$ cat src/rtl/compute_ram_pkg.sv
// compute_ram_pkg: constants and types shared by the compute-RAM front-end blocks.
//
// Contents:
//   BRAM_AWIDTH / BRAM_DWIDTH / BRAM_DEPTH / COMPUTE_DWIDTH  memory and operand geometry
//   CNT_WIDTH                                                 pair counter width (0..BRAM_DEPTH)
//   OP_A_LSB / OP_B_LSB                                       operand positions in a BRAM word
//   loader_state_e                                            operand_loader FSM states
//   pack_operands()                                           builds a BRAM word from A and B
package compute_ram_pkg;

    localparam int unsigned BRAM_AWIDTH    = 9;
    localparam int unsigned BRAM_DWIDTH    = 40;
    localparam int unsigned COMPUTE_DWIDTH = 8;
    localparam int unsigned BRAM_DEPTH     = 512;
    // One extra bit so a full-depth job (BRAM_DEPTH pairs) is representable.
    localparam int unsigned CNT_WIDTH      = $clog2(BRAM_DEPTH) + 1;

    localparam int unsigned OP_A_LSB = 0;
    localparam int unsigned OP_B_LSB = 8;

    typedef enum logic [2:0] {
        StIdle,
        StLoad,
        StFill,
        StGap,
        StRun
    } loader_state_e;

    function automatic logic [BRAM_DWIDTH-1:0] pack_operands(
        input logic [COMPUTE_DWIDTH-1:0] a,
        input logic [COMPUTE_DWIDTH-1:0] b
    );
        logic [BRAM_DWIDTH-1:0] word;
        word = '0;
        word[OP_A_LSB +: COMPUTE_DWIDTH] = a;
        word[OP_B_LSB +: COMPUTE_DWIDTH] = b;
        return word;
    endfunction

endpackage

$ cat src/rtl/operand_loader_if.sv
// operand_loader_if: operand stream handshake plus the external BRAM write port.
//
// Signals:
//   s_valid, s_a, s_b   host -> loader operand pair
//   s_ready             loader -> host, registered
//   external, bram_sel  external BRAM path select / port select
//   bram_addr_ext, bram_wdata_ext, bram_wren_ext   external BRAM write
//
// Modports:
//   slave   the loader's view (consumes the stream, drives the BRAM port)
//   master  the host/bench view (drives the stream, observes everything else)
interface operand_loader_if;

    logic                                       s_valid;
    logic                                       s_ready;
    logic [compute_ram_pkg::COMPUTE_DWIDTH-1:0] s_a;
    logic [compute_ram_pkg::COMPUTE_DWIDTH-1:0] s_b;

    logic                                       external;
    logic                                       bram_sel;
    logic [compute_ram_pkg::BRAM_AWIDTH-1:0]    bram_addr_ext;
    logic [compute_ram_pkg::BRAM_DWIDTH-1:0]    bram_wdata_ext;
    logic                                       bram_wren_ext;

    modport slave (
        input  s_valid, s_a, s_b,
        output s_ready, external, bram_sel, bram_addr_ext, bram_wdata_ext, bram_wren_ext
    );

    modport master (
        output s_valid, s_a, s_b,
        input  s_ready, external, bram_sel, bram_addr_ext, bram_wdata_ext, bram_wren_ext
    );

endinterface

$ cat src/rtl/loader_addr_gen.sv
// loader_addr_gen: BRAM write pointer and remaining-word counter for operand_loader.
//
// Ports:
//   clk_i, rst_ni                 clock, asynchronous active-low reset
//   load_i, load_ptr_i, load_cnt_i   start a job: set pointer and remaining count
//   reload_cnt_i, reload_val_i    replace the remaining count, pointer untouched
//   step_i                        one word issued: pointer +1 (wraps), count -1
//   ptr_o, cnt_o                  current pointer / remaining count
//   cnt_next_o                    remaining count after this cycle's update
module loader_addr_gen
    import compute_ram_pkg::*;
(
    input  logic                   clk_i,
    input  logic                   rst_ni,
    input  logic                   load_i,
    input  logic [BRAM_AWIDTH-1:0] load_ptr_i,
    input  logic [CNT_WIDTH-1:0]   load_cnt_i,
    input  logic                   reload_cnt_i,
    input  logic [CNT_WIDTH-1:0]   reload_val_i,
    input  logic                   step_i,
    output logic [BRAM_AWIDTH-1:0] ptr_o,
    output logic [CNT_WIDTH-1:0]   cnt_o,
    output logic [CNT_WIDTH-1:0]   cnt_next_o
);

    logic [BRAM_AWIDTH-1:0] ptr_d, ptr_q;
    logic [CNT_WIDTH-1:0]   cnt_d, cnt_q;

    always_comb begin
        ptr_d = ptr_q;
        cnt_d = cnt_q;
        if (load_i) begin
            ptr_d = load_ptr_i;
            cnt_d = load_cnt_i;
        end else if (reload_cnt_i) begin
            cnt_d = reload_val_i;
        end else if (step_i) begin
            // Pointer width equals the address width, so 511 + 1 wraps to 0.
            ptr_d = ptr_q + 1'b1;
            cnt_d = cnt_q - 1'b1;
        end
    end

    always_ff @(posedge clk_i or negedge rst_ni) begin
        if (!rst_ni) begin
            ptr_q <= '0;
            cnt_q <= '0;
        end else begin
            ptr_q <= ptr_d;
            cnt_q <= cnt_d;
        end
    end

    assign ptr_o      = ptr_q;
    assign cnt_o      = cnt_q;
    assign cnt_next_o = cnt_d;

endmodule

$ cat src/rtl/operand_loader.sv
// operand_loader: packs streamed 8-bit operand pairs into 40-bit BRAM words, writes them
// through the compute-RAM system's external BRAM port, then holds `start` until `done_in`.
//
// Ports:
//   clk, resetn               clock, asynchronous active-low reset
//   go                        one-cycle job request, honoured only when idle
//   cfg_start_addr, cfg_count first BRAM word and number of pairs (1..512), latched on go
//   bus_io (slave)            operand stream and external BRAM write port
//   start, done_in            system start level / system done pulse
//   busy                      high whenever not idle
//   run_done                  one-cycle pulse when the job completes
//
// Build option: define OPERAND_LOADER_ZERO_FILL_EN to add a FILL state that writes zero
// words after the operand pairs until all BRAM_DEPTH words of the job have been written.
module operand_loader
    import compute_ram_pkg::*;
(
    input  logic                   clk,
    input  logic                   resetn,
    input  logic                   go,
    input  logic [BRAM_AWIDTH-1:0] cfg_start_addr,
    input  logic [CNT_WIDTH-1:0]   cfg_count,
    operand_loader_if.slave        bus_io,
    output logic                   start,
    input  logic                   done_in,
    output logic                   busy,
    output logic                   run_done
);

    loader_state_e state_q, state_d;

    logic                   s_ready_q, s_ready_d;
    logic                   external_q, external_d;
    logic [BRAM_AWIDTH-1:0] addr_q, addr_d;
    logic [BRAM_DWIDTH-1:0] wdata_q, wdata_d;
    logic                   wren_q, wren_d;
    logic                   start_q, start_d;
    logic                   run_done_q, run_done_d;

    logic [BRAM_AWIDTH-1:0] ptr;
    logic [CNT_WIDTH-1:0]   cnt;
    logic [CNT_WIDTH-1:0]   cnt_next;
    logic                   go_ok;
    logic                   accept;
    logic                   step;
    logic                   reload_cnt;
    logic [CNT_WIDTH-1:0]   fill_len;

    assign go_ok  = (state_q == StIdle) && go && (cfg_count != '0);
    assign accept = (state_q == StLoad) && s_ready_q && bus_io.s_valid;

`ifdef OPERAND_LOADER_ZERO_FILL_EN
    logic [CNT_WIDTH-1:0] job_cnt_q, job_cnt_d;

    assign job_cnt_d = go_ok ? cfg_count : job_cnt_q;

    always_ff @(posedge clk or negedge resetn) begin
        if (!resetn) begin
            job_cnt_q <= '0;
        end else begin
            job_cnt_q <= job_cnt_d;
        end
    end

    // Zero words still owed once every pair has been written.
    assign fill_len   = CNT_WIDTH'(BRAM_DEPTH) - job_cnt_q;
    // Final LOAD cycle: re-arm the counter for FILL; the pointer already sits on the next word.
    assign reload_cnt = (state_q == StLoad) && (cnt == '0);
    assign step       = accept || ((state_q == StFill) && (cnt != '0));
`else
    assign fill_len   = '0;
    assign reload_cnt = 1'b0;
    assign step       = accept;
`endif

    loader_addr_gen u_addr_gen (
        .clk_i        (clk),
        .rst_ni       (resetn),
        .load_i       (go_ok),
        .load_ptr_i   (cfg_start_addr),
        .load_cnt_i   (cfg_count),
        .reload_cnt_i (reload_cnt),
        .reload_val_i (fill_len),
        .step_i       (step),
        .ptr_o        (ptr),
        .cnt_o        (cnt),
        .cnt_next_o   (cnt_next)
    );

    // State register.
    always_ff @(posedge clk or negedge resetn) begin
        if (!resetn) begin
            state_q <= StIdle;
        end else begin
            state_q <= state_d;
        end
    end

    // Next state. LOAD and FILL each keep one extra cycle after the last word is issued
    // (count already zero) so that word's registered write still sees external=1.
    always_comb begin
        state_d = state_q;
        unique case (state_q)
            StIdle: begin
                if (go_ok) begin
                    state_d = StLoad;
                end
            end
            StLoad: begin
                if (cnt == '0) begin
`ifdef OPERAND_LOADER_ZERO_FILL_EN
                    state_d = (fill_len != '0) ? StFill : StGap;
`else
                    state_d = StGap;
`endif
                end
            end
`ifdef OPERAND_LOADER_ZERO_FILL_EN
            StFill: begin
                if (cnt == '0) begin
                    state_d = StGap;
                end
            end
`endif
            StGap: begin
                state_d = StRun;
            end
            StRun: begin
                if (done_in) begin
                    state_d = StIdle;
                end
            end
            default: begin
                state_d = StIdle;
            end
        endcase
    end

    // Outputs, all registered from the upcoming state so they line up with it.
    always_comb begin
        s_ready_d  = (state_d == StLoad) && (cnt_next != '0);
        external_d = (state_d == StLoad) || (state_d == StFill);
        wren_d     = step;
        addr_d     = step ? ptr : '0;
        wdata_d    = accept ? pack_operands(bus_io.s_a, bus_io.s_b) : '0;
        start_d    = (state_d == StRun);
        run_done_d = (state_q == StRun) && done_in;
    end

    always_ff @(posedge clk or negedge resetn) begin
        if (!resetn) begin
            s_ready_q  <= 1'b0;
            external_q <= 1'b0;
            addr_q     <= '0;
            wdata_q    <= '0;
            wren_q     <= 1'b0;
            start_q    <= 1'b0;
            run_done_q <= 1'b0;
        end else begin
            s_ready_q  <= s_ready_d;
            external_q <= external_d;
            addr_q     <= addr_d;
            wdata_q    <= wdata_d;
            wren_q     <= wren_d;
            start_q    <= start_d;
            run_done_q <= run_done_d;
        end
    end

    assign bus_io.s_ready        = s_ready_q;
    assign bus_io.external       = external_q;
    assign bus_io.bram_sel       = 1'b1;
    assign bus_io.bram_addr_ext  = addr_q;
    assign bus_io.bram_wdata_ext = wdata_q;
    assign bus_io.bram_wren_ext  = wren_q;
    assign start                 = start_q;
    assign busy                  = (state_q != StIdle);
    assign run_done              = run_done_q;

endmodule

$ cat src/flat_wrapper.sv
// flat-port wrapper written by rule: the top's interface ports become plain ports
module operand_loader_flat import compute_ram_pkg::*;
  (clk, resetn, go, cfg_start_addr, cfg_count, start, done_in, busy, run_done, bus_io_s_valid, bus_io_s_a, bus_io_s_b, bus_io_s_ready, bus_io_external, bus_io_bram_sel, bus_io_bram_addr_ext, bus_io_bram_wdata_ext, bus_io_bram_wren_ext);
  operand_loader_if bus_io_i ();
  input  logic clk;
  input  logic resetn;
  input  logic go;
  input  logic [BRAM_AWIDTH-1:0] cfg_start_addr;
  input  logic [CNT_WIDTH-1:0] cfg_count;
  output logic start;
  input  logic done_in;
  output logic busy;
  output logic run_done;
  input wire logic [$bits(bus_io_i.s_valid)-1:0] bus_io_s_valid;
  input wire logic [$bits(bus_io_i.s_a)-1:0] bus_io_s_a;
  input wire logic [$bits(bus_io_i.s_b)-1:0] bus_io_s_b;
  output wire logic [$bits(bus_io_i.s_ready)-1:0] bus_io_s_ready;
  output wire logic [$bits(bus_io_i.external)-1:0] bus_io_external;
  output wire logic [$bits(bus_io_i.bram_sel)-1:0] bus_io_bram_sel;
  output wire logic [$bits(bus_io_i.bram_addr_ext)-1:0] bus_io_bram_addr_ext;
  output wire logic [$bits(bus_io_i.bram_wdata_ext)-1:0] bus_io_bram_wdata_ext;
  output wire logic [$bits(bus_io_i.bram_wren_ext)-1:0] bus_io_bram_wren_ext;
  assign bus_io_i.s_valid = bus_io_s_valid;
  assign bus_io_i.s_a = bus_io_s_a;
  assign bus_io_i.s_b = bus_io_s_b;
  assign bus_io_s_ready = bus_io_i.s_ready;
  assign bus_io_external = bus_io_i.external;
  assign bus_io_bram_sel = bus_io_i.bram_sel;
  assign bus_io_bram_addr_ext = bus_io_i.bram_addr_ext;
  assign bus_io_bram_wdata_ext = bus_io_i.bram_wdata_ext;
  assign bus_io_bram_wren_ext = bus_io_i.bram_wren_ext;
  operand_loader u_core (.clk(clk), .resetn(resetn), .go(go), .cfg_start_addr(cfg_start_addr), .cfg_count(cfg_count), .bus_io(bus_io_i), .start(start), .done_in(done_in), .busy(busy), .run_done(run_done));
endmodule
$ cat config.mk
export PLATFORM = sky130hd
export DESIGN_NAME = operand_loader_flat
export DESIGN_NICKNAME = d
export VERILOG_FILES = /design/src/rtl/compute_ram_pkg.sv /design/src/rtl/operand_loader_if.sv /design/src/rtl/loader_addr_gen.sv /design/src/rtl/operand_loader.sv /design/src/flat_wrapper.sv
export SDC_FILE = /design/constraint.sdc
export NUM_CORES = 1
export LEC_CHECK = 0
export ABC_AREA = 1
export BUFFER_PORTS_ARGS = -buffer_cell sky130_fd_sc_hd__buf_2
export CORE_UTILIZATION = 46
export CTS_BUF_LIST = sky130_fd_sc_hd__clkbuf_16
export DETAILED_ROUTE_END_ITERATION = 7
export PLACE_DENSITY = 0.87
export SYNTH_ARGS = -nofsm -noshare
export SYNTH_HDL_FRONTEND = slang
export SYNTH_HIERARCHICAL = 1
export SYNTH_SLANG_ARGS = --single-unit
$ cat constraint.sdc
create_clock -name clk -period 2 [get_ports clk]
set_clock_uncertainty 0.05 [all_clocks]
set_input_delay 0.2 -clock clk [delete_from_list [all_inputs] [get_ports clk]]
set_output_delay 0.2 -clock clk [all_outputs]
set_load 0.1 [all_outputs]
== Word-level counts from Yosys, hierarchy flattened ==
Cells that the tools add are included.
Word-level totals
  register bits: 76
  output and inout bits: 56
Operators by class
  add/subtract/negate cells: 2
  eq/ne operators: 6
  muxes and demuxes: 10
  reductions and logical operators: 13
Operators by type and width (count)
  $mux 9: 3
  $mux 10: 2
  $reduce_bool 10->1: 2
  $mux 16: 1
  $pmux 3 s4: 1
  $logic_not 10->1: 1
  $sub 10x1->10 const B: 1
  $add 9x1->9 const B: 1
  $mux 3: 3
  $eq 3x1->1 const B: 2
  $eq 3x2->1 const B: 2
  $eq 3x3->1 const B: 2
  $logic_and 1x1->1: 6
  $logic_not 3->1: 1
  $reduce_bool 3->1: 1
  $reduce_bool 2->1: 1
  $logic_or 1x1->1: 1

== Logic depth before layout (Yosys ltp) ==
Gate-level depths: netlist of the first run.
  depth in word-level cells: 7
  gate-level depth with buffers: 19

== By module ==
The synthesis of the first run kept the hierarchy.
Modules (own cells, without submodules)
  operand_loader: instances 1, cells an instance 157, area each 1601.5 µm², sequential area each 825.8 µm²
  loader_addr_gen: instances 1, cells an instance 184, area each 1234.9 µm², sequential area each 475.5 µm²

== Worst setup path after synthesis of the first run ==
No wires, ideal clock.
  kind: reg-to-reg
  from: reg u_core.s_ready_q (netlist: u_core/bus_io.s_ready)
  to: reg u_core.s_ready_q (netlist: u_core/bus_io.s_ready)
  setup time: 0.123 ns
  arrival: 2.466 ns
  data required time: 1.827 ns
  path slack: -0.639 ns
  cell stages (with the launch flop): 15
  buffers on the path: 1
  clock period less this slack: 2.639 ns
  cells stage by stage: dfrtp_1 nand3_4 buf_12 inv_2 inv_2 nor2_1 nand3_1 o21ai_0 nand2_1 nand2_1 nand2_1 nor2_1 nand4_1 nor3_1 nor2_2
Between the ends
  cells in the longest elaborated chain, start to end: 6
RTL lines
  start: declaration: line operand_loader.sv:32  | logic s_ready_q, s_ready_d;
  start signal: assignment: line operand_loader.sv:160  | s_ready_q <= s_ready_d;
  $logic_and 1x1->1 (2 in a row): line operand_loader.sv:50  | assign accept = (state_q == StLoad) && s_ready_q && bus_io.s_valid;
  net u_core.accept: line operand_loader.sv:44  | logic accept;
  $mux 10: line loader_addr_gen.sv:37  | end else if (step_i) begin
  $mux 10: line loader_addr_gen.sv:32  | if (load_i) begin
  net u_core.cnt_next[7]: line operand_loader.sv:42  | logic [CNT_WIDTH-1:0] cnt_next;
  $reduce_bool 10->1: line operand_loader.sv:141  | s_ready_d = (state_d == StLoad) && (cnt_next != '0);
  $logic_and 1x1->1: line operand_loader.sv:141
  net u_core.s_ready_d: line operand_loader.sv:32
The timed path passes the listed nets, and every way through them passes these cells.
A chain may end at the register's enable or synchronous reset.

== Worst setup path in the final report of the first run ==
  from: reg u_core.state_q[1]
  to: reg u_core.s_ready_q (netlist: u_core/bus_io.s_ready)
Between the ends
  cells in the longest elaborated chain, start to end: 7
  elaborated cells between the ends (all ways): 17
  those cells by class: eq/ne (4); mux (6); reduce/logical (7)
RTL lines
  start: declaration: line operand_loader.sv:30  | loader_state_e state_q, state_d;
  start signal: assignment: line operand_loader.sv:93  | state_q <= StIdle;
  start signal: assignment: line operand_loader.sv:95  | state_q <= state_d;
  $eq 3x1->1: line operand_loader.sv:50
  $logic_and 1x1->1 (2 in a row): line operand_loader.sv:50
  net u_core.accept: line operand_loader.sv:44
  $mux 10: line loader_addr_gen.sv:37
  $mux 10: line loader_addr_gen.sv:32
  net u_core.cnt_next[6]: line operand_loader.sv:42
  $reduce_bool 10->1: line operand_loader.sv:141
  $logic_and 1x1->1: line operand_loader.sv:141
  net u_core.s_ready_d: line operand_loader.sv:32
The timed path passes the listed nets, and every way through them passes these cells.

==> results.py, run 1 <==
metrics = {
    "timing": {
        "timing.fmax_mhz": 495.5,
        "period_share": 1.009,
        "rsz0062_at_grt": "yes",
        "fin_crit_ns": 2.018,
        "slew_headroom": 0.6040,
        "fin_ws_ns": -0.01832,
        "finalMaxSlewViolations": 0,
        "setup_viol": 1,
        "tightest_slew_ns": 0.5941,
        "hold_violations": 0,
    },
    "synth": {
        "syn_area_um2": 2836,
        "synth_top_area_cell": "dfrtp_1",
        "synth_cells": 341,
        "yosys_most_used_dff": "dfrtp_1",
        "yosysUniqueCellTypes": 30,
        "ys_seq_area_frac": 0.4588,
        "ys_seq_elements": 52,
        "synth_common_cells": "58 x nand2_1, 56 x nor2_1, 52 x dfrtp_1, 45 x inv_1, 26 x buf_4",
        "avgSynthCellArea_um2": 8.318,
        "synth-edff-count": 0,
        "yosysWarningCount": 6,
        "netlist.area_leader.share": 0.4588,
        "async_reset_ff_frac": 1.000,
        "yosys-top-cells-area": "dfrtp_1 46%, nor2_4 7.9%, nand2_1 7.7%",
        "synth.most_common_cell": "nand2_1",
    },
    "clocking": {
        "clk_pin_slew_worst_paths_ns": 0.06,
        "clock_path_buffers": 2,
        "cts_sinks": 52,
        "cts_buffers": 5,
        "clock_latency_ns": 0.29,
        "htreeDepth": 2,
        "cts_tree": "yes",
        "root_buffer": "clkbuf_16",
    },
    "setup_path": {
        "critical-path-top-delay-family": "simple AND/OR/NAND/NOR gates",
        "crit_slowest_cell": "dfrtp_1",
        "slowest_delay_ns": 0.40,
        "arrival_ns": 2.14,
        "reg2reg_to": "u_core/bus_io.s_ready",
        "startpoint_type": "flip-flop",
        "end_kind": "flip-flop",
        "path_cells": "nor2_2 -> nand2_2 -> inv_2 -> nand3_4 -> inv_4 -> nand2_2 -> inv_2 -> nand3b_1 -> o21ai_1 -> nand2_1 -> nand2_2 -> nand2_2 -> nor2_2 -> nand4_1 -> nor3_2 -> nor2_2",
        "crit_top_cell": "nand2_2",
        "rrSetupSlack_ns": -0.02,
        "cp_num_buf_inv": 3,
        "r2r_cells": 16,
        "r2r_start": "u_core/state_q[1]",
        "crit_required_ns": 2.12,
        "critical_path_class": "reg -> reg",
        "crit_path_max_fanout": 5,
    },
    "die": {
        "fp.dieH_um": 80.53,
        "start_util": 0.4791,
        "core_um2": 5921,
        "io_pins": 96,
        "rows": 28,
        "die_width_um": 80.53,
        "fp.dieArea_um2": 6484,
    },
    "status": {
        "outcome": "complete, but fails checks",
        "violations": "setup timing",
    },
    "route": {
        "vias": 2390,
        "ant_nets": 0,
        "drc": 0,
        "dr.pass1.iters": 4,
        "viasPerCell": 4.705,
        "wirelength_um": 6039,
        "drt_iter0_drc": 114,
        "routedWlPerCell_um": 11.89,
    },
    "global_route": {
        "overflow": 0,
        "grt_pass1_vias": 2192,
        "grt_start_max_net_pins": 31,
        "grt_usage": 0.1909,
        "grt_pass1_wl_um": 9528,
        "antenna_found_initial": 0,
    },
    "layout": {
        "fillerInstances": 507,
        "areaGrowthSynthToFinish_pct": 21.66,
        "n_antenna_cell": 0,
        "final_cell_area_um2": 3451,
        "drive_gt1_frac": 0.3095,
        "fin_util": 0.5828,
        "fin_nets": 474,
    },
    "worst_hold_path": {
        "hold_class": "in -> reg",
        "hold_depth": 2,
        "hold_end": "u_core/state_q[2]",
        "hp-start": "done_in",
    },
    "place": {
        "io_buffers": 70,
        "place_congestion": 0.8755,
        "placed_area_um2": 3219,
        "dp_hpwl_um": 4159,
    },
    "flow_run": {
        "drv_cap": 0,
    },
    "power_and_ir_drop": {
        "peakVddDrop_uv": 1626,
        "powerDensity_nw_per_um2": 1774,
        "power.leakage_uw": 0.001873,
    },
}
## where the power goes
group | internal (uW) | total [uW] | switching, uW
registers | 1430 | 1710 | 282
logic | 768 | 3580 | 2810
clock network | 461 | 826 | 365
## how the worst max path moves through the flow
stage,from,endpoint,slack (ns),cells after the start
after floorplan,u_core/bus_io.s_ready,u_core/bus_io.s_ready,-0.09,14
after global placement,u_core/state_q[1],u_core/bus_io.s_ready,-0.008,16
after detailed placement,u_core/state_q[1],u_core/bus_io.s_ready,-0.06,16
after CTS,u_core/state_q[0],u_core/bus_io.s_ready,-0.04,17
after global routing,u_core/state_q[0],u_core/bus_io.s_ready,-0.14,17
final,u_core/state_q[1],u_core/bus_io.s_ready,-0.02,16
## final cells by class
type	instances	area, um^2	share of cell area
clock buffers	5	125.1	0.03626
clock inverters	3	20.02	0.005801
inverters	51	196.4	0.05693
multi-input cells	241	1250	0.3622
flip-flops and latches	52	1305	0.3782
well taps	75	93.84	0.02719
repair buffers	81	460.4	0.1334
## what timing repair did
item                                    4_1_cts  5_1_grt
pin swaps                                     9       10
hold endpoints to repair                     22        0
hold buffers                                  1        0
endpoints found under the setup margin        1        5
resized for setup                             5        8
buffers inserted                              4        2
## per-stage QoR
| stage | total power [uW] | TNS [ns] | worst slack, ns | instances | hold slack [ns] |
|---|---|---|---|---|---|
| after floorplan | 4635 | -0.08999 | -0.08999 | 376 | -0.1456 |
| after global placement | 5006 | -0.007801 | -0.007801 | 493 | 0.1686 |
| after detailed placement | 5093 | -0.05926 | -0.05926 | 493 | 0.1686 |
| after CTS | 6059 | -0.03763 | -0.03763 | 506 | 0.07064 |
| after global routing | 6455 | -0.1432 | -0.1432 | 508 | 0.07467 |
| final | 6120 | -0.01832 | -0.01832 | 508 | 0.07674 |
## routing by layer
metal / global-route usage / part of all wire / vias up / wire length, um
li1: - / - / 1161 / -
met5: 0 / 0 / - / 0
met4: 0.07321 / 0.020 / 0 / 121
met1: 0.2146 / 0.39 / 1076 / 2342
met3: 0.04091 / 0.092 / 15 / 556
met2: 0.3483 / 0.50 / 138 / 3017
## flip-flops by register name (all words and copies together), names as in the netlist
| name | cells |
|---|---|
| u_core/state_q | 3 |
| u_core/u_addr_gen/ptr_o | 9 |
| u_core/u_addr_gen/cnt_o | 10 |
| u_core/run_done | 1 |
| u_core/bus_io.bram_addr_ext | 9 |
| u_core/bus_io.bram_wren_ext | 1 |
| u_core/bus_io.bram_wdata_ext | 16 |
| u_core/bus_io.s_ready | 1 |
| u_core/bus_io.external | 1 |
| u_core/start | 1 |
## placed cells by master (no fill, tap or decap), types with 2 or more instances in the layout
master / Yosys / routed
o21ai_0: 7 / 5
buf_2: 3 / 70
buf_4: 26 / 8
nand2_1: 58 / 54
a21oi_1: 20 / 20
nand4_1: 2 / 2
nor2_1: 56 / 53
nand3_1: 16 / 15
conb_1: 2 / 37
buf_12: 2 / 2
ha_1: 2 / 2
o211ai_1: 3 / 3
clkbuf_16: 0 / 5
inv_1: 45 / 45
inv_4: 0 / 2
nor2_4: 20 / 21
nand3b_1: 2 / 2
inv_2: 5 / 5
nand2_2: 2 / 6
nor2_2: 5 / 7
xnor2_1: 3 / 3
dfrtp_1: 52 / 51
## kinds of logic (layout without fill, tap and decap cells)
family | after synthesis | count (layout) | synth area share
other cells | 2 | 37 | 0.002648
buf+inv | 83 | 140 | 0.1597
compound gates | 33 | 33 | 0.06264
xor+xnor | 3 | 3 | 0.009265
flops | 52 | 52 | 0.4588
fa+ha+maj | 2 | 2 | 0.008821
simple gates | 166 | 166 | 0.2982
Power figures use the tool's default switching activity.
==> run 2, diff against run 1 <==
CORE_MARGIN = 2   (was default)
SETUP_SLACK_MARGIN = 0.5   (was default)
==> run 2 against run 1 <==
The flow still finishes with violations (setup timing). Power increased by 7.1%. Utilization up 3.9 points. Clock power up 6.9%. Critical path depth down 1. Global-route usage down 0.95 points. Final cell count grew 2.2%. Sequential power about the same. Register-to-register slack got worse by 0.04 ns. Final area up 7.4%. First-iteration DRC count grew 24%. Setup slack lost 0.037 ns. Flip-flop and latch count unchanged. Largest cell class is now multi-input combinational cells.
==> results.py, run 2 (synthesized netlist as in run 1, its figures left out) <==
metrics = {
    "status": {
        "outcome": "complete, but fails checks",
        "violations": "setup timing",
    },
    "timing": {
        "timing.fmax_mhz": 486.6,
        "fin_ws_ns": -0.05505,
        "fin_crit_ns": 2.055,
        "hold_violations": 0,
        "period_share": 1.028,
        "rsz0062_at_grt": "yes",
        "finalMaxSlewViolations": 0,
        "setup_viol": 1,
    },
    "die": {
        "core_um2": 5956,
        "rows": 28,
        "io_pins": 96,
        "fp.dieH_um": 82.53,
        "fp.dieArea_um2": 6810,
        "start_util": 0.4763,
        "die_width_um": 82.53,
    },
    "layout": {
        "final_cell_mix": "69 x buf_2, 51 x dfrtp_1, 50 x nand2_1, 50 x nor2_1, 42 x inv_1",
        "drive_gt1_frac": 0.3761,
        "n_antenna_cell": 0,
        "largest_register_ffs": 16,
        "fillerInstances": 447,
        "final_cell_area_um2": 3705,
        "fin_nets": 485,
        "final_common_cell": "buf_2",
        "areaGrowthSynthToFinish_pct": 30.61,
    },
    "global_route": {
        "grt_start_max_net_pins": 26,
        "overflow": 0,
        "use_met3": 0.03370,
        "grt_pass1_vias": 2095,
        "grtUsageMet1": 0.2160,
        "grt_pass1_wl_um": 9273,
        "busiest_layer": "met2",
        "antenna_found_initial": 0,
        "grt_usage": 0.1814,
        "use_met2": 0.3185,
    },
    "worst_hold_path": {
        "hold_class": "in -> reg",
    },
    "clocking": {
        "clock_path_buffers": 2,
        "htreeDepth": 2,
        "clock_latency_ns": 0.30,
        "cts_sinks": 52,
        "clk_pin_slew_worst_paths_ns": 0.07,
        "cts_buffers": 5,
        "cts_tree": "yes",
        "root_buffer": "clkbuf_16",
    },
    "setup_path": {
        "end_kind": "flip-flop",
        "crit_required_ns": 2.13,
        "arrival_ns": 2.19,
        "crit_path_max_fanout": 4,
        "critical_path_class": "reg -> reg",
        "startpoint_type": "flip-flop",
    },
    "power_and_ir_drop": {
        "totalPowerFinal_uw": 6555,
        "power.leakage_uw": 0.001975,
        "peakVddDrop_uv": 1562,
        "powerDensity_nw_per_um2": 1769,
    },
    "route": {
        "drt_iter0_drc": 141,
        "ant_nets": 0,
        "viasPerCell": 4.647,
        "wirelength_um": 6557,
        "vias": 2412,
        "drc": 0,
        "routedWlPerCell_um": 12.63,
        "dr.pass1.iters": 4,
    },
    "place": {
        "io_buffers": 70,
        "placed_area_um2": 3286,
        "place_congestion": 0.9028,
        "dp_hpwl_um": 4504,
    },
    "flow_run": {
        "drv_cap": 0,
    },
}
==> run 2: per-layer routing <==
| layer | wire length (um) | vias to the layer above |
|---|---|---|
| met1 | 2690 | 1107 |
| met4 | 105 | 0 |
| met2 | 3189 | 116 |
| met5 | 0 | - |
| met3 | 571 | 9 |
| li1 | - | 1180 |
==> run 2: layout make-up <==
class                   instances  area (um^2)  share of cell area
multi-input cells             241         1371              0.3701
flip-flops and latches         52         1305              0.3522
repair buffers                 92        565.5              0.1527
inverters                      51        216.5             0.05843
clock buffers                   5        125.1             0.03377
well taps                      75        93.84             0.02533
clock inverters                 3        27.53            0.007430
==> run 2: final timing paths <==
check / from / endpoint / slack [ns] / cells past startpoint
max in group asynchronous: resetn / u_core/bus_io.bram_wdata_ext[13] / 0.92 / 3
min in group asynchronous: resetn / u_core/u_addr_gen/ptr_o[1] / 0.33 / 2
min: bus_io_s_b[7] / u_core/bus_io.bram_wdata_ext[15] / 0.06 / 3
max: u_core/state_q[2] / u_core/bus_io.s_ready / -0.06 / 15
max reg2reg: u_core/state_q[2] / u_core/bus_io.s_ready / -0.06 / 15
min reg2reg: u_core/u_addr_gen/ptr_o[8] / u_core/bus_io.bram_addr_ext[8] / 0.48 / 2
==> run 2: timing repair <==
item                                   4_1_cts  5_1_grt
hold buffers                                 1        0
setup endpoints to repair                   28       25
gates resized for setup                     17       20
setup buffers                                9        6
pin swaps                                    3       17
endpoints found under the hold margin       17        0
==> run 2: worst max-delay path: stages (launching register included) <==
cell and delay, ns:
dfrtp_1 0.38, inv_1 0.14, nand2_2 0.10, inv_2 0.07
nand3_4 0.10, inv_8 0.10, buf_4 0.11, nand2_2 0.06
nor2_4 0.16, nand2_2 0.09, nand3_2 0.08, a21oi_2 0.06
nor2_1 0.10, nand4_1 0.15, nor3_2 0.15, nor2_2 0.06
==> run 2: metrics by stage <==
| step | TNS, ns | utilization | hold WS [ns] | std cells | setup WS [ns] |
|---|---|---|---|---|---|
| after global routing | -0.1601 | 0.6221 | 0.06012 | 519 | -0.1601 |
| after CTS | 0 | 0.6013 | 0.05835 | 513 | 0.03109 |
| after floorplan | -0.04055 | - | -0.1456 | 376 | -0.04055 |
| after global placement | 0 | 0.5517 | 0.1116 | 495 | 0.04771 |
| after detailed placement | 0 | 0.5517 | 0.1147 | 495 | 0.03300 |
| final | -0.05505 | 0.6221 | 0.05988 | 519 | -0.05505 |
==> run 2: power by group <==
group / switching, uW / internal [uW]
Sequential: 290 / 1430
Combinational: 2960 / 989
Clock: 408 / 475
Total: 3660 / 2900
==> run 3, diff against run 2 <==
BUFFER_PORTS_ARGS = -buffer_cell sky130_fd_sc_hd__buf_4   (was -buffer_cell sky130_fd_sc_hd__buf_2)
GPL_TIMING_DRIVEN = 0   (was default)
==> run 3 against run 2 <==
The flow still finishes with violations (setup timing). Critical path depth did not move. Combinational power rose by 13%. Clock power fell by 5.8%. Global-route usage rose by 5.6 points. Critical path type unchanged. Largest cell class unchanged. Largest power group unchanged. Highest routed layer unchanged.
==> results.py, run 3 (synthesized netlist as in run 1, its figures left out) <==
metrics = {
    "status": {
        "outcome": "complete, but fails checks",
        "violations": "setup timing",
    },
    "setup_path": {
        "crit_path_max_fanout": 6,
        "startpoint_type": "flip-flop",
        "r2r_start": "u_core/state_q[0]",
        "end_kind": "flip-flop",
        "r2r_cells": 15,
        "rrSetupSlack_ns": -0.15,
        "arrival_ns": 2.29,
        "critical_path_class": "reg -> reg",
        "crit_required_ns": 2.14,
        "reg2reg_to": "u_core/bus_io.s_ready",
    },
    "timing": {
        "tightest_slew_ns": 0.6473,
        "rsz0062_at_grt": "yes",
        "period_share": 1.076,
        "fin_crit_ns": 2.153,
        "hold_violations": 0,
        "finalMaxSlewViolations": 0,
        "setup_viol": 9,
        "slew_headroom": 0.5685,
        "fin_ws_ns": -0.1526,
        "finalSetupTns_ns": -0.7674,
        "timing.fmax_mhz": 464.5,
    },
    "layout": {
        "n_antenna_cell": 0,
        "final_cell_area_um2": 4128,
        "fin_nets": 517,
        "areaGrowthSynthToFinish_pct": 45.52,
        "final_common_cell": "buf_4",
        "final_cell_mix": "109 x buf_4, 53 x nand2_1, 51 x dfrtp_1, 50 x nor2_1, 43 x inv_1",
        "stdcell_count": 551,
        "largest_register_ffs": 16,
        "drive_gt1_frac": 0.4118,
        "fin_util": 0.6931,
    },
    "global_route": {
        "antenna_found_initial": 0,
        "overflow": 0,
        "grt_start_max_net_pins": 53,
        "grt_pass1_wl_um": 12190,
        "grt_usage": 0.2374,
        "grt_pass1_vias": 2589,
    },
    "clocking": {
        "clock_latency_ns": 0.29,
        "cts_tree": "yes",
        "clk_pin_slew_worst_paths_ns": 0.07,
        "cts_buffers": 5,
        "htreeDepth": 2,
        "root_buffer": "clkbuf_16",
        "clock_path_buffers": 2,
        "cts_sinks": 52,
    },
    "power_and_ir_drop": {
        "powerDensity_nw_per_um2": 1706,
        "swShare": 0.5458,
        "combPwrFrac": 0.632,
        "p_int_uw": 3199,
        "peakVddDrop_uv": 1364,
        "p_switching_uw": 3843,
        "power.leakage_uw": 0.002191,
        "clock_power_share": 0.118,
        "power_frac_seq": 0.250,
    },
    "die": {
        "fp.dieH_um": 82.53,
        "fp.dieArea_um2": 6810,
        "start_util": 0.4763,
        "die_width_um": 82.53,
        "rows": 28,
        "core_um2": 5956,
        "io_pins": 96,
    },
    "place": {
        "io_buffers": 70,
        "place_congestion": 0.8842,
        "dp_hpwl_um": 4945,
        "dp.cells": 521,
        "placed_area_um2": 3665,
        "place_ws_ns": -0.3351,
    },
    "flow_run": {
        "drv_cap": 0,
    },
    "route": {
        "wirelength_um": 8286,
        "routedWlPerCell_um": 15.04,
        "drc": 0,
        "dr.pass1.iters": 5,
        "drt_iter0_drc": 193,
        "viasPerCell": 4.880,
        "vias": 2689,
        "ant_nets": 0,
    },
    "worst_hold_path": {
        "hp-start": "cfg_start_addr[7]",
        "hold_class": "in -> reg",
        "hold_depth": 3,
        "hold_end": "u_core/u_addr_gen/ptr_o[7]",
    },
}
-- run 3: changes by cell type in the layout (fill, tap and decap cells not counted), moves of 2 or more --
cell and delta:
nand2_2 -2, nor2_2 +2, buf_6 +10, nand2_1 +3
nor2_4 -2, o21ai_0 -2, buf_4 +91, inv_8 -2
buf_2 -68
-- run 3: metrics by stage --
stage                     total power (uW)  hold WS [ns]
after global routing                  7339       0.09188
after floorplan                       4752       -0.1456
final                                 7042       0.09220
after global placement                5374        0.2058
after CTS                             6626       0.09358
after detailed placement              5490        0.2143
-- run 3: routing by layer --
layer  vias up  part of all wire  GRT usage
met1      1258              0.35     0.2526
met4         0             0.037    0.07869
met5         -                 0          0
li1       1236                 -          -
met3        38             0.096    0.04674
met2       157              0.52     0.4621
-- run 3: area by class of cell --
| class | count | area (um^2) |
|---|---|---|
| clock buffer | 5 | 125.1 |
| buffer | 32 | 274.0 |
| tap | 75 | 93.84 |
| timing repair buffer | 92 | 732.0 |
| clock inverter | 3 | 15.01 |
| inverter | 51 | 219.0 |
| multi-input combinational | 241 | 1364 |
| fill | 388 | 1828 |
| sequential | 52 | 1305 |
-- run 3: how the worst max path moves through the flow --
stage | start | end | slack, ns
after floorplan | u_core/bus_io.s_ready | u_core/bus_io.s_ready | -0.04
after global placement | u_core/state_q[1] | u_core/bus_io.s_ready | -0.31
after detailed placement | u_core/state_q[1] | u_core/bus_io.s_ready | -0.34
after CTS | u_core/state_q[1] | u_core/bus_io.s_ready | -0.09
after global routing | u_core/state_q[0] | u_core/bus_io.s_ready | -0.28
final | u_core/state_q[0] | u_core/bus_io.s_ready | -0.15
-- run 3: critical path: stages (launching register included) --
cell	delay [ns]
dfrtp_1	0.41
inv_2	0.07
nor2_2	0.04
nand2_2	0.07
inv_2	0.05
nand3_4	0.07
buf_12	0.12
inv_12	0.04
buf_4	0.12
buf_4	0.12
o211ai_1	0.24
a21oi_2	0.11
nor2_1	0.16
nand4_1	0.16
nor3_2	0.15
nor2_2	0.06
-- run 3: what timing repair did --
action                                  4_1_cts  5_1_grt
gates resized for setup                      22       19
pin swaps                                    13       12
setup buffers                                14        7
endpoints found under the hold margin        52        0
hold buffers                                  1        0
endpoints found under the setup margin       20       21
-- run 3: power groups by stage --
stage	Sequential [uW]	Combinational, uW	Clock, uW
floorplan	3070	1680	0
global placement	1710	3660	0
detailed placement	1740	3750	0
CTS	1730	4080	821
global route	1810	4650	878
finish	1760	4450	832
